`config.mk`:
```
export PLATFORM = sky130hd
export DESIGN_NAME = output_port_arbiter
export DESIGN_NICKNAME = d
export VERILOG_FILES = /design/src/rtl/noc_pkg.sv /design/src/rtl/rr_pick5.sv /design/src/rtl/output_port_arbiter.sv
export SDC_FILE = /design/constraint.sdc
export NUM_CORES = 1
export LEC_CHECK = 0
export BUFFER_PORTS_ARGS = -buffer_cell sky130_fd_sc_hd__buf_4
export CAP_MARGIN = 20
export CORE_AREA = 3 3 57 59
export DETAILED_ROUTE_END_ITERATION = 10
export DIE_AREA = 0 0 60 62
export PLACE_DENSITY = 0.88
export RECOVER_POWER = 25
export SLEW_MARGIN = 20
export SYNTH_ARGS = -nofsm -noshare
export SYNTH_HDL_FRONTEND = slang
export SYNTH_SLANG_ARGS = --single-unit
```
`constraint.sdc`:
```
create_clock -name clk -period 4.1 [get_ports clk]
set_input_delay 1.025 -clock clk [delete_from_list [all_inputs] [get_ports clk]]
set_output_delay 1.025 -clock clk [all_outputs]
set_load 0.1 [all_outputs]
```
`src/rtl/noc_pkg.sv`:
```
// -----------------------------------------------------------------------------
// noc_pkg
// Shared constants and types for the NoC router output-port logic.
//   NUM_PORTS    : number of router input ports (fixed at 5)
//   PORT_N..L    : port index constants (north, east, south, west, local)
//   arb_state_e  : output arbiter FSM state
//   next_ptr     : round-robin pointer advance, wrapping 4 -> 0
//   onehot_idx   : one-hot (5 bit) to binary index
// -----------------------------------------------------------------------------
package noc_pkg;

    localparam int unsigned NUM_PORTS = 5;

    localparam int unsigned PORT_N = 0;
    localparam int unsigned PORT_E = 1;
    localparam int unsigned PORT_S = 2;
    localparam int unsigned PORT_W = 3;
    localparam int unsigned PORT_L = 4;

    typedef enum logic {
        ARB_IDLE   = 1'b0,
        ARB_LOCKED = 1'b1
    } arb_state_e;

    function automatic logic [2:0] next_ptr(input logic [2:0] idx);
        return (idx >= 3'd4) ? 3'd0 : idx + 3'd1;
    endfunction

    function automatic logic [2:0] onehot_idx(input logic [4:0] oh);
        logic [2:0] idx;
        idx = 3'd0;
        for (int i = 0; i < 5; i++) begin
            if (oh[i]) begin
                idx = 3'(i);
            end
        end
        return idx;
    endfunction

endpackage

```
`src/rtl/rr_pick5.sv`:
```
// -----------------------------------------------------------------------------
// rr_pick5
// Combinational 5-way round-robin pick: the first set bit of req searching
// upward from index ptr, wrapping 4 -> 0.
//   req    [4:0] in  : requesting ports
//   ptr    [2:0] in  : highest-priority index (0..4)
//   winner [4:0] out : one-hot winner, zero when req == 0
// -----------------------------------------------------------------------------
module rr_pick5 (
    input  logic [4:0] req,
    input  logic [2:0] ptr,
    output logic [4:0] winner
);

    logic [2:0] w_base;
    logic [3:0] w_sum;
    logic [2:0] w_idx;
    logic       w_found;

    // Out-of-range pointer values cannot occur in the arbiter; fold them to 0
    // so the search stays well defined.
    assign w_base = (ptr > 3'd4) ? 3'd0 : ptr;

    always_comb begin
        winner  = 5'd0;
        w_sum   = 4'd0;
        w_idx   = 3'd0;
        w_found = 1'b0;
        for (int k = 0; k < 5; k++) begin
            w_sum = {1'b0, w_base} + 4'(k);
            w_idx = (w_sum >= 4'd5) ? 3'(w_sum - 4'd5) : w_sum[2:0];
            if (!w_found && req[w_idx]) begin
                winner[w_idx] = 1'b1;
                w_found       = 1'b1;
            end
        end
    end

endmodule

```
`src/rtl/output_port_arbiter.sv`:
```
// -----------------------------------------------------------------------------
// output_port_arbiter
// Wormhole output-port arbiter for a 5-port NoC router. One input is locked
// onto the output from head flit to tail flit; a new round-robin decision is
// made only from the idle state, so packets are never interleaved.
//
// Ports:
//   clk         in  : clock, rising edge
//   rst_n       in  : synchronous active-low reset
//   req   [4:0] in  : input i has a front flit routed to this output
//   in_tail [4:0] in: front flit of input i is a tail / single-flit packet
//   out_ready   in  : downstream buffer accepts a flit this cycle
//   grant [4:0] out : registered one-hot mux select, zero when idle
//   rd_en [4:0] out : one-hot pop strobe to the input buffers
//   out_valid   out : downstream write enable
//   pkt_count   out : tail-transfer counter (only with OUT_ARB_PKTCNT_EN)
//
// Build option: define OUT_ARB_PKTCNT_EN to add the pkt_count output and its
// wrapping CNT_W-bit counter. Without it the port and counter are absent.
// -----------------------------------------------------------------------------
module output_port_arbiter #(
    parameter int unsigned NUM_PORTS = 5,  // only 5 is supported
    parameter int unsigned CNT_W     = 16
) (
    input  logic                 clk,
    input  logic                 rst_n,
    input  logic [NUM_PORTS-1:0] req,
    input  logic [NUM_PORTS-1:0] in_tail,
    input  logic                 out_ready,
    output logic [NUM_PORTS-1:0] grant,
    output logic [NUM_PORTS-1:0] rd_en,
    output logic                 out_valid
`ifdef OUT_ARB_PKTCNT_EN
    ,
    output logic [CNT_W-1:0]     pkt_count
`endif
);

    import noc_pkg::*;

    arb_state_e r_state;
    arb_state_e w_state_next;
    logic [4:0] r_grant;
    logic [4:0] w_grant_next;
    logic [2:0] r_ptr;
    logic [2:0] w_ptr_next;

    logic [4:0] w_winner;
    logic       w_req_g;
    logic       w_tail_g;
    logic       w_xfer;
    logic       w_tail_xfer;

    rr_pick5 u_rr_pick5 (
        .req    (req),
        .ptr    (r_ptr),
        .winner (w_winner)
    );

    // grant is one-hot or zero, so AND-reduce-OR selects the granted bit.
    assign w_req_g     = |(req & r_grant);
    assign w_tail_g    = |(in_tail & r_grant);
    assign w_xfer      = (r_state == ARB_LOCKED) && w_req_g && out_ready;
    assign w_tail_xfer = w_xfer && w_tail_g;

    assign grant     = r_grant;
    assign rd_en     = w_xfer ? r_grant : 5'd0;
    assign out_valid = w_xfer;

    always_comb begin
        w_state_next = r_state;
        w_grant_next = r_grant;
        w_ptr_next   = r_ptr;
        unique case (r_state)
            ARB_IDLE: begin
                if (|req) begin
                    w_state_next = ARB_LOCKED;
                    w_grant_next = w_winner;
                end
            end
            ARB_LOCKED: begin
                // Bubbles and backpressure simply hold the lock.
                if (w_tail_xfer) begin
                    w_state_next = ARB_IDLE;
                    w_grant_next = 5'd0;
                    w_ptr_next   = next_ptr(onehot_idx(r_grant));
                end
            end
            default: begin
                w_state_next = ARB_IDLE;
                w_grant_next = 5'd0;
            end
        endcase
    end

    always_ff @(posedge clk) begin
        if (!rst_n) begin
            r_state <= ARB_IDLE;
            r_grant <= 5'd0;
            r_ptr   <= 3'd0;
        end else begin
            r_state <= w_state_next;
            r_grant <= w_grant_next;
            r_ptr   <= w_ptr_next;
        end
    end

`ifdef OUT_ARB_PKTCNT_EN
    logic [CNT_W-1:0] r_pkt_count;

    // Natural binary overflow gives the all-ones -> 0 wrap.
    always_ff @(posedge clk) begin
        if (!rst_n) begin
            r_pkt_count <= '0;
        end else if (w_tail_xfer) begin
            r_pkt_count <= r_pkt_count + 1'b1;
        end
    end

    assign pkt_count = r_pkt_count;
`endif

endmodule

```
==> flow_summary.rst, run 1 <==
.. list-table::
   :header-rows: 1

   * - Metric
     - Value
   * - Total power after layout
     - 0.274 mW
   * - Number of H-tree branching levels
     - 1
   * - Slew at the pin closest to its max-slew limit
     - 1.22 ns
   * - Setup crit end kind
     - flip-flop
   * - Result of the run
     - finished, final reports clean
   * - Detailed-routing wirelength on met1
     - 2070 microns
   * - Setup repair bufs after CTS
     - 0
   * - Total negative slack for setup checks
     - 0 ns
   * - Maximum fanout count along the critical path
     - 10
   * - Count of inserted antenna diode cells
     - 0
   * - Inserted Clock Buffers
     - 3
   * - Ratio of final minimum period to clock period
     - 87.9%
   * - Total length of routed met3 wires
     - 426 microns
   * - Top achievable clock speed
     - 0.277 GHz
   * - Arrival time at the worst endpoint
     - 3.83 ns
   * - Count of state elements after synthesis
     - 9
   * - Static leakage
     - 0.759 nW
   * - Maximum number of pins on one net before global-route repair
     - 20
   * - Sum of routed wire length over all layers
     - 5000 microns
   * - Latest clock arrival within the worst-skew pair
     - 0.28 ns
   * - Number of different library cells in the post-synthesis netlist
     - 65
   * - Number of top-level pins
     - 24
   * - Growth of design area from synthesis to finish
     - 13.6%
   * - GRT Total Usage
     - 27.8%
   * - Max-slew headroom at the worst pin
     - 19.3%
   * - Worst min path class
     - reg2reg
   * - Detailed-route wire length per cell
     - 18.1 microns
   * - Post-synthesis instance area
     - 1610 sq um
   * - Filler cell count
     - 253
   * - Detailed-routing iteration count for the pre-antenna-repair pass
     - 5
   * - Syn_nets
     - 249
   * - Hold Fails Final Rpt
     - 0
   * - Congestion Overflow GR
     - 0
   * - Share of post-route cells with drive strength above 1
     - 17.1%
   * - Core footprint
     - 2760 sq um
   * - RSZ-0062 raised after global routing
     - no
   * - Input/output buffers
     - 23
   * - Crit start category
     - flip-flop
   * - Final Setup Violations
     - 0
   * - Initial Utilization
     - 58.3%
   * - Post-synthesis area per instance
     - 7.05 sq um
   * - Buffer levels on the longest clock path
     - 2
   * - Number of sinks handled by clock tree synthesis
     - 9
   * - Vias in the first global route
     - 1611
   * - Amount of wire on met2 after detailed routing
     - 2320 microns
   * - Worst clock skew on the final layout
     - 0.00366 ns
   * - Max-capacitance violation count
     - 0
   * - Path type of the worst setup path
     - reg2reg
   * - Wire length of the first global-routing pass
     - 7870 microns
   * - Count of unresolved DRC violations after routing
     - 0
   * - Count of flip-flops with a built-in enable after synthesis
     - 0
   * - Min Tclk post-route
     - 3.61 ns
   * - Final estimated routing congestion in global placement
     - 0.997
   * - Most frequently used flop master after synthesis
     - sky130_fd_sc_hd__dfxtp_1
   * - Register area share after synthesis
     - 11.2%
   * - Worst Path Required
     - 4.33 ns
   * - Clk pin slew, worst setup/hold paths
     - 0.07 ns
   * - Initial antenna violation count
     - 0
   * - CTS-repair resized insts
     - 0
   * - Net count of the finished layout
     - 267
   * - Full die area
     - 3720 sq um
   * - Final HPWL from detailed placement
     - 3820 microns
   * - Asr flop ratio synth
     - 0%
   * - Power density of the placed cells
     - 150 nW/um^2
   * - Final-report max-slew violation count
     - 0
   * - Maximum vdd ir drop
     - 0.000152 V
   * - Post-CTS Hold Fix Bufs
     - 0
   * - Total number of vias
     - 1911
   * - Number of warnings printed during yosys synthesis
     - 0
   * - Uppermost layer routed
     - met4
   * - Starting DRC count in detailed routing
     - 147
   * - Synth Instances
     - 228
   * - Die Width
     - 60 microns
   * - Clock root cell
     - sky130_fd_sc_hd__clkbuf_4
   * - CTS tree
     - done
   * - Num rows
     - 19
   * - Antenna-violating nets left
     - 0
   * - Vias per cell
     - 6.92
   * - Die boundary height
     - 62 microns
==> per-stage QoR <==
stage               utilization [%]  hold slack, ns  cell area [sq um]  setup WS, ns  std cells
finish                         66.2           0.574               1820         0.494        276
CTS                            66.8           0.574               1840         0.527        276
floorplan                         -           0.512               1620         0.108        228
global route                   66.2           0.607               1820         0.239        276
global placement               65.9           0.550               1820         0.639        272
detailed placement             65.9           0.564               1820         0.551        272
==> cell type report <==
type                    count  area (sq um)  area share [%]
inverters                  10          37.5            2.06
flip-flops and latches      9           180            9.88
repair buffers             32           221            12.1
multi-input cells         190          1320            72.4
well taps                  31          38.8            2.13
clock buffers               4          26.3            1.44
==> logic make-up after synthesis <==
family	count (synthesis)	synth area share [%]
AO/OA/AOI/OAI	77	34.8
AND/OR/NAND/NOR	99	36.6
XOR/XNOR	1	0.545
multiplexers	5	3.27
flip-flops	9	11.2
adder cells (fa/ha/maj)	8	6.23
buffers and inverters	29	7.32
==> worst paths after layout <==
check | from | end | slack [ns] | cells after the start
worst max-delay path | r_ptr[2]$_SDFFE_PN0P_ | grant[0]$_SDFFE_PN0P_ | 0.49 | 11
worst min-delay path | r_state$_SDFF_PN0_ | r_state$_SDFF_PN0_ | 0.57 | 2
worst max register to register | r_ptr[2]$_SDFFE_PN0P_ | grant[0]$_SDFFE_PN0P_ | 0.49 | 11
worst min register to register | r_state$_SDFF_PN0_ | r_state$_SDFF_PN0_ | 0.57 | 2
==> synthesized netlist by cell type (all sizes together) (3+ instances only) <==
cell type	instances	area, sq um
nor4	3	18.8
or3b	4	37.5
nand3	5	25.0
nand2	23	86.3
or2	4	25.0
o21ai	9	45.0
inv	10	37.5
ha	8	100
nor2b	8	50.1
nor3	4	20.0
o311a	3	30.0
dfxtp	9	180
nand4b	3	26.3
o31ai	3	22.5
nor2	11	41.3
a21o	5	37.5
nand2b	8	50.1
nor3b	5	37.5
mux2i	3	30.0
clkbuf	13	48.8
o211ai	6	45.0
a22oi	3	22.5
a21oi	17	85.1
and2	6	37.5
a32oi	3	26.3
o21a	3	22.5
buf	6	31.3
==> power by group <==
group / switching [mW] / leakage (nW) / internal, mW
Clock: 0.0380 / 0.0150 / 0.0378
Sequential: 0.00580 / 0.0734 / 0.0909
Combinational: 0.0650 / 0.671 / 0.0362
Total: 0.109 / 0.759 / 0.165
==> worst max-delay path, stage by stage, from the launching register on <==
cell	delay, ns
sky130_fd_sc_hd__dfxtp_1	0.41
sky130_fd_sc_hd__or3b_1	0.53
sky130_fd_sc_hd__inv_1	0.21
sky130_fd_sc_hd__ha_1	0.34
sky130_fd_sc_hd__or3b_1	0.40
sky130_fd_sc_hd__o211a_2	0.18
sky130_fd_sc_hd__and2_1	0.17
sky130_fd_sc_hd__o21a_1	0.16
sky130_fd_sc_hd__o221a_2	0.33
sky130_fd_sc_hd__or3b_4	0.41
sky130_fd_sc_hd__nor4b_2	0.26
sky130_fd_sc_hd__o311a_1	0.16
==> metal layers <==
metal,up-vias,global-route usage [%]
met3,22,4.96
met5,-,0
li1,906,-
met2,116,42.6
met4,0,10.1
met1,867,39.0
==> flip-flops by register name, indices dropped and copies added (netlist names) <==
name     count
r_state      1
r_ptr        3
grant        5
==> placed cells by master (no fill, tap or decap), types with 3 or more instances in the layout <==
cell type / netlist / routed
sky130_fd_sc_hd__a21o_1: 5 / 5
sky130_fd_sc_hd__a21oi_1: 17 / 16
sky130_fd_sc_hd__a22oi_1: 3 / 3
sky130_fd_sc_hd__a32oi_1: 3 / 3
sky130_fd_sc_hd__and2_1: 6 / 6
sky130_fd_sc_hd__buf_4: 1 / 27
sky130_fd_sc_hd__clkbuf_1: 13 / 6
sky130_fd_sc_hd__clkbuf_4: 0 / 3
sky130_fd_sc_hd__dfxtp_1: 9 / 9
sky130_fd_sc_hd__ha_1: 8 / 8
sky130_fd_sc_hd__inv_1: 9 / 9
sky130_fd_sc_hd__mux2i_1: 3 / 3
sky130_fd_sc_hd__nand2_1: 23 / 23
sky130_fd_sc_hd__nand2b_1: 8 / 8
sky130_fd_sc_hd__nand3_1: 5 / 5
sky130_fd_sc_hd__nand4b_1: 3 / 3
sky130_fd_sc_hd__nor2_1: 11 / 11
sky130_fd_sc_hd__nor2b_1: 8 / 8
sky130_fd_sc_hd__nor3_1: 4 / 4
sky130_fd_sc_hd__nor3b_1: 5 / 5
sky130_fd_sc_hd__nor4_1: 3 / 3
sky130_fd_sc_hd__o211ai_1: 6 / 6
sky130_fd_sc_hd__o21a_1: 3 / 3
sky130_fd_sc_hd__o21ai_0: 8 / 8
sky130_fd_sc_hd__o311a_1: 3 / 3
sky130_fd_sc_hd__o31ai_1: 3 / 3
Note: power is estimated with default switching activity, not from simulation.
==> run 2: changes to the inputs <==
==> constraint.sdc (replaced) <==
create_clock -name clk -period 3.4 [get_ports clk]
set_input_delay 0.85 -clock clk [delete_from_list [all_inputs] [get_ports clk]]
set_output_delay 0.85 -clock clk [all_outputs]
set_load 0.1 [all_outputs]
==> run 2 against run 1 <==
  * Via count grew 8.4%
  * Final cell count rose by 4.0%
  * Setup slack got worse by 0.40 ns
  * Sequential power up 20%
  * Clock skew decreased by 0.0024 ns
  * First-iteration DRC count increased by 75%
  * Worst hold slack worse by 0.017 ns
  * Non-clock buffer count rose by 11
  * Largest cell class unchanged
==> flow_summary.rst, run 2 (synthesis gave the netlist of run 1 again) <==
.. list-table::
   :header-rows: 1

   * - Metric
     - Value
   * - Static leakage
     - 0.837 nW
   * - Detailed-routing iteration count for the pre-antenna-repair pass
     - 6
   * - DP Worst Slack
     - 0.102 ns
   * - Result of the run
     - finished, final reports clean
   * - Count of inserted antenna diode cells
     - 0
   * - Most frequent cells in the layout
     - sky130_fd_sc_hd__buf_4, sky130_fd_sc_hd__nand2_1, sky130_fd_sc_hd__a21oi_1
   * - Die boundary height
     - 62 microns
   * - CTS tree
     - done
   * - Number of sinks handled by clock tree synthesis
     - 9
   * - Top achievable clock speed
     - 0.303 GHz
   * - Count of unresolved DRC violations after routing
     - 0
   * - Worst Path Required
     - 3.63 ns
   * - Number of top-level pins
     - 24
   * - Share of post-route cells with drive strength above 1
     - 27.3%
   * - Buffer levels on the longest clock path
     - 2
   * - Total negative slack for setup checks
     - 0 ns
   * - Sum of routed wire length over all layers
     - 5680 microns
   * - Max-slew headroom at the worst pin
     - 20.3%
   * - Vias in the first global route
     - 1780
   * - Growth of design area from synthesis to finish
     - 23.8%
   * - Inserted Clock Buffers
     - 3
   * - Die Width
     - 60 microns
   * - Clock root cell
     - sky130_fd_sc_hd__clkbuf_4
   * - Worst min path class
     - reg2reg
   * - Leading cell type in the layout, fill and taps excluded
     - sky130_fd_sc_hd__buf_4
   * - GRT Total Usage
     - 29.8%
   * - Min Tclk post-route
     - 3.30 ns
   * - Final estimated routing congestion in global placement
     - 1.07
   * - Maximum number of pins on one net before global-route repair
     - 17
   * - Final Setup Violations
     - 0
   * - Setup crit end kind
     - flip-flop
   * - Initial Utilization
     - 58.3%
   * - Initial antenna violation count
     - 0
   * - Vias per cell
     - 7.22
   * - Filler cell count
     - 226
   * - Full die area
     - 3720 sq um
   * - Number of H-tree branching levels
     - 1
   * - Final HPWL from detailed placement
     - 4050 microns
   * - Post-Place Cells
     - 283
   * - Detailed-route wire length per cell
     - 19.8 microns
   * - Total number of vias
     - 2072
   * - Antenna-violating nets left
     - 0
   * - Input/output buffers
     - 23
   * - Slew at the pin closest to its max-slew limit
     - 1.20 ns
   * - Clk pin slew, worst setup/hold paths
     - 0.08 ns
   * - Number of cells in the finished layout apart from fillers
     - 287
   * - Maximum fanout count along the critical path
     - 7
   * - Wire length of the first global-routing pass
     - 8510 microns
   * - Worst clock skew on the final layout
     - 0.00122 ns
   * - Hold Fails Final Rpt
     - 0
   * - Congestion Overflow GR
     - 0
   * - Worst hold slack
     - 0.557 ns
   * - Slack of the critical path
     - 0.0968 ns
   * - Arrival time at the worst endpoint
     - 3.54 ns
   * - Num rows
     - 19
   * - Post-layout utilization of the core
     - 72.1%
   * - Starting DRC count in detailed routing
     - 257
   * - Setup repair bufs after CTS
     - 0
   * - Power density of the placed cells
     - 175 nW/um^2
   * - Latest clock arrival within the worst-skew pair
     - 0.29 ns
   * - Crit start category
     - flip-flop
   * - Max-capacitance violation count
     - 0
   * - Final-report max-slew violation count
     - 0
   * - Ratio of final minimum period to clock period
     - 97.2%
   * - Maximum vdd ir drop
     - 0.000205 V
   * - Net count of the finished layout
     - 278
   * - Max FFs per register
     - 5
   * - Path type of the worst setup path
     - reg2reg
   * - Core footprint
     - 2760 sq um
   * - Post-CTS Hold Fix Bufs
     - 0
   * - CTS-repair resized insts
     - 0
## run 2: layout make-up
type | count | area [sq um] | share of cell area, %
well taps | 31 | 38.8 | 1.95
clock buffers | 4 | 26.3 | 1.32
repair buffers | 43 | 308 | 15.5
flip-flops and latches | 9 | 190 | 9.57
inverters | 10 | 37.5 | 1.89
multi-input cells | 190 | 1390 | 69.8
## run 2: per-layer routing
metal	share of wire (%)	GRT usage, %	routed length [microns]	vias to the layer above
met5	0	0	0	-
met4	5.0	14.9	286	0
met3	9.6	5.17	544	35
met2	46	47.1	2610	166
met1	39	39.0	2230	936
li1	-	-	-	935
## run 2: metrics by stage
stage	total power, mW	instance area [sq um]
CTS	0.341	1940
finish	0.348	1990
floorplan	0.205	1630
global route	0.358	1990
global placement	0.241	1910
detailed placement	0.243	1910
## run 2: final timing paths
kind / start / endpoint / slack, ns / depth (start not counted)
min reg2reg: r_state$_SDFF_PN0_ / r_state$_SDFF_PN0_ / 0.56 / 2
max reg2reg: r_ptr[1]$_SDFFE_PN0P_ / grant[0]$_SDFFE_PN0P_ / 0.1 / 10
max: r_ptr[1]$_SDFFE_PN0P_ / grant[0]$_SDFFE_PN0P_ / 0.1 / 10
min: r_state$_SDFF_PN0_ / r_state$_SDFF_PN0_ / 0.56 / 2
## run 2: report_power, final
group          switching, mW  leakage, nW  internal (mW)
registers            0.00692       0.0766          0.109
logic                 0.0835        0.746         0.0461
clock network         0.0569       0.0150         0.0457
## run 2: worst max-delay path, stage by stage (launching register included)
cell and delay, ns:
sky130_fd_sc_hd__dfxtp_1 0.47, sky130_fd_sc_hd__nand2b_1 0.17, sky130_fd_sc_hd__ha_1 0.36, sky130_fd_sc_hd__or4b_1 0.55, sky130_fd_sc_hd__o211a_2 0.19, sky130_fd_sc_hd__and2_1 0.16
sky130_fd_sc_hd__o21a_1 0.18, sky130_fd_sc_hd__o221a_4 0.32, sky130_fd_sc_hd__or3b_4 0.42, sky130_fd_sc_hd__nor4b_4 0.26, sky130_fd_sc_hd__o311a_1 0.16
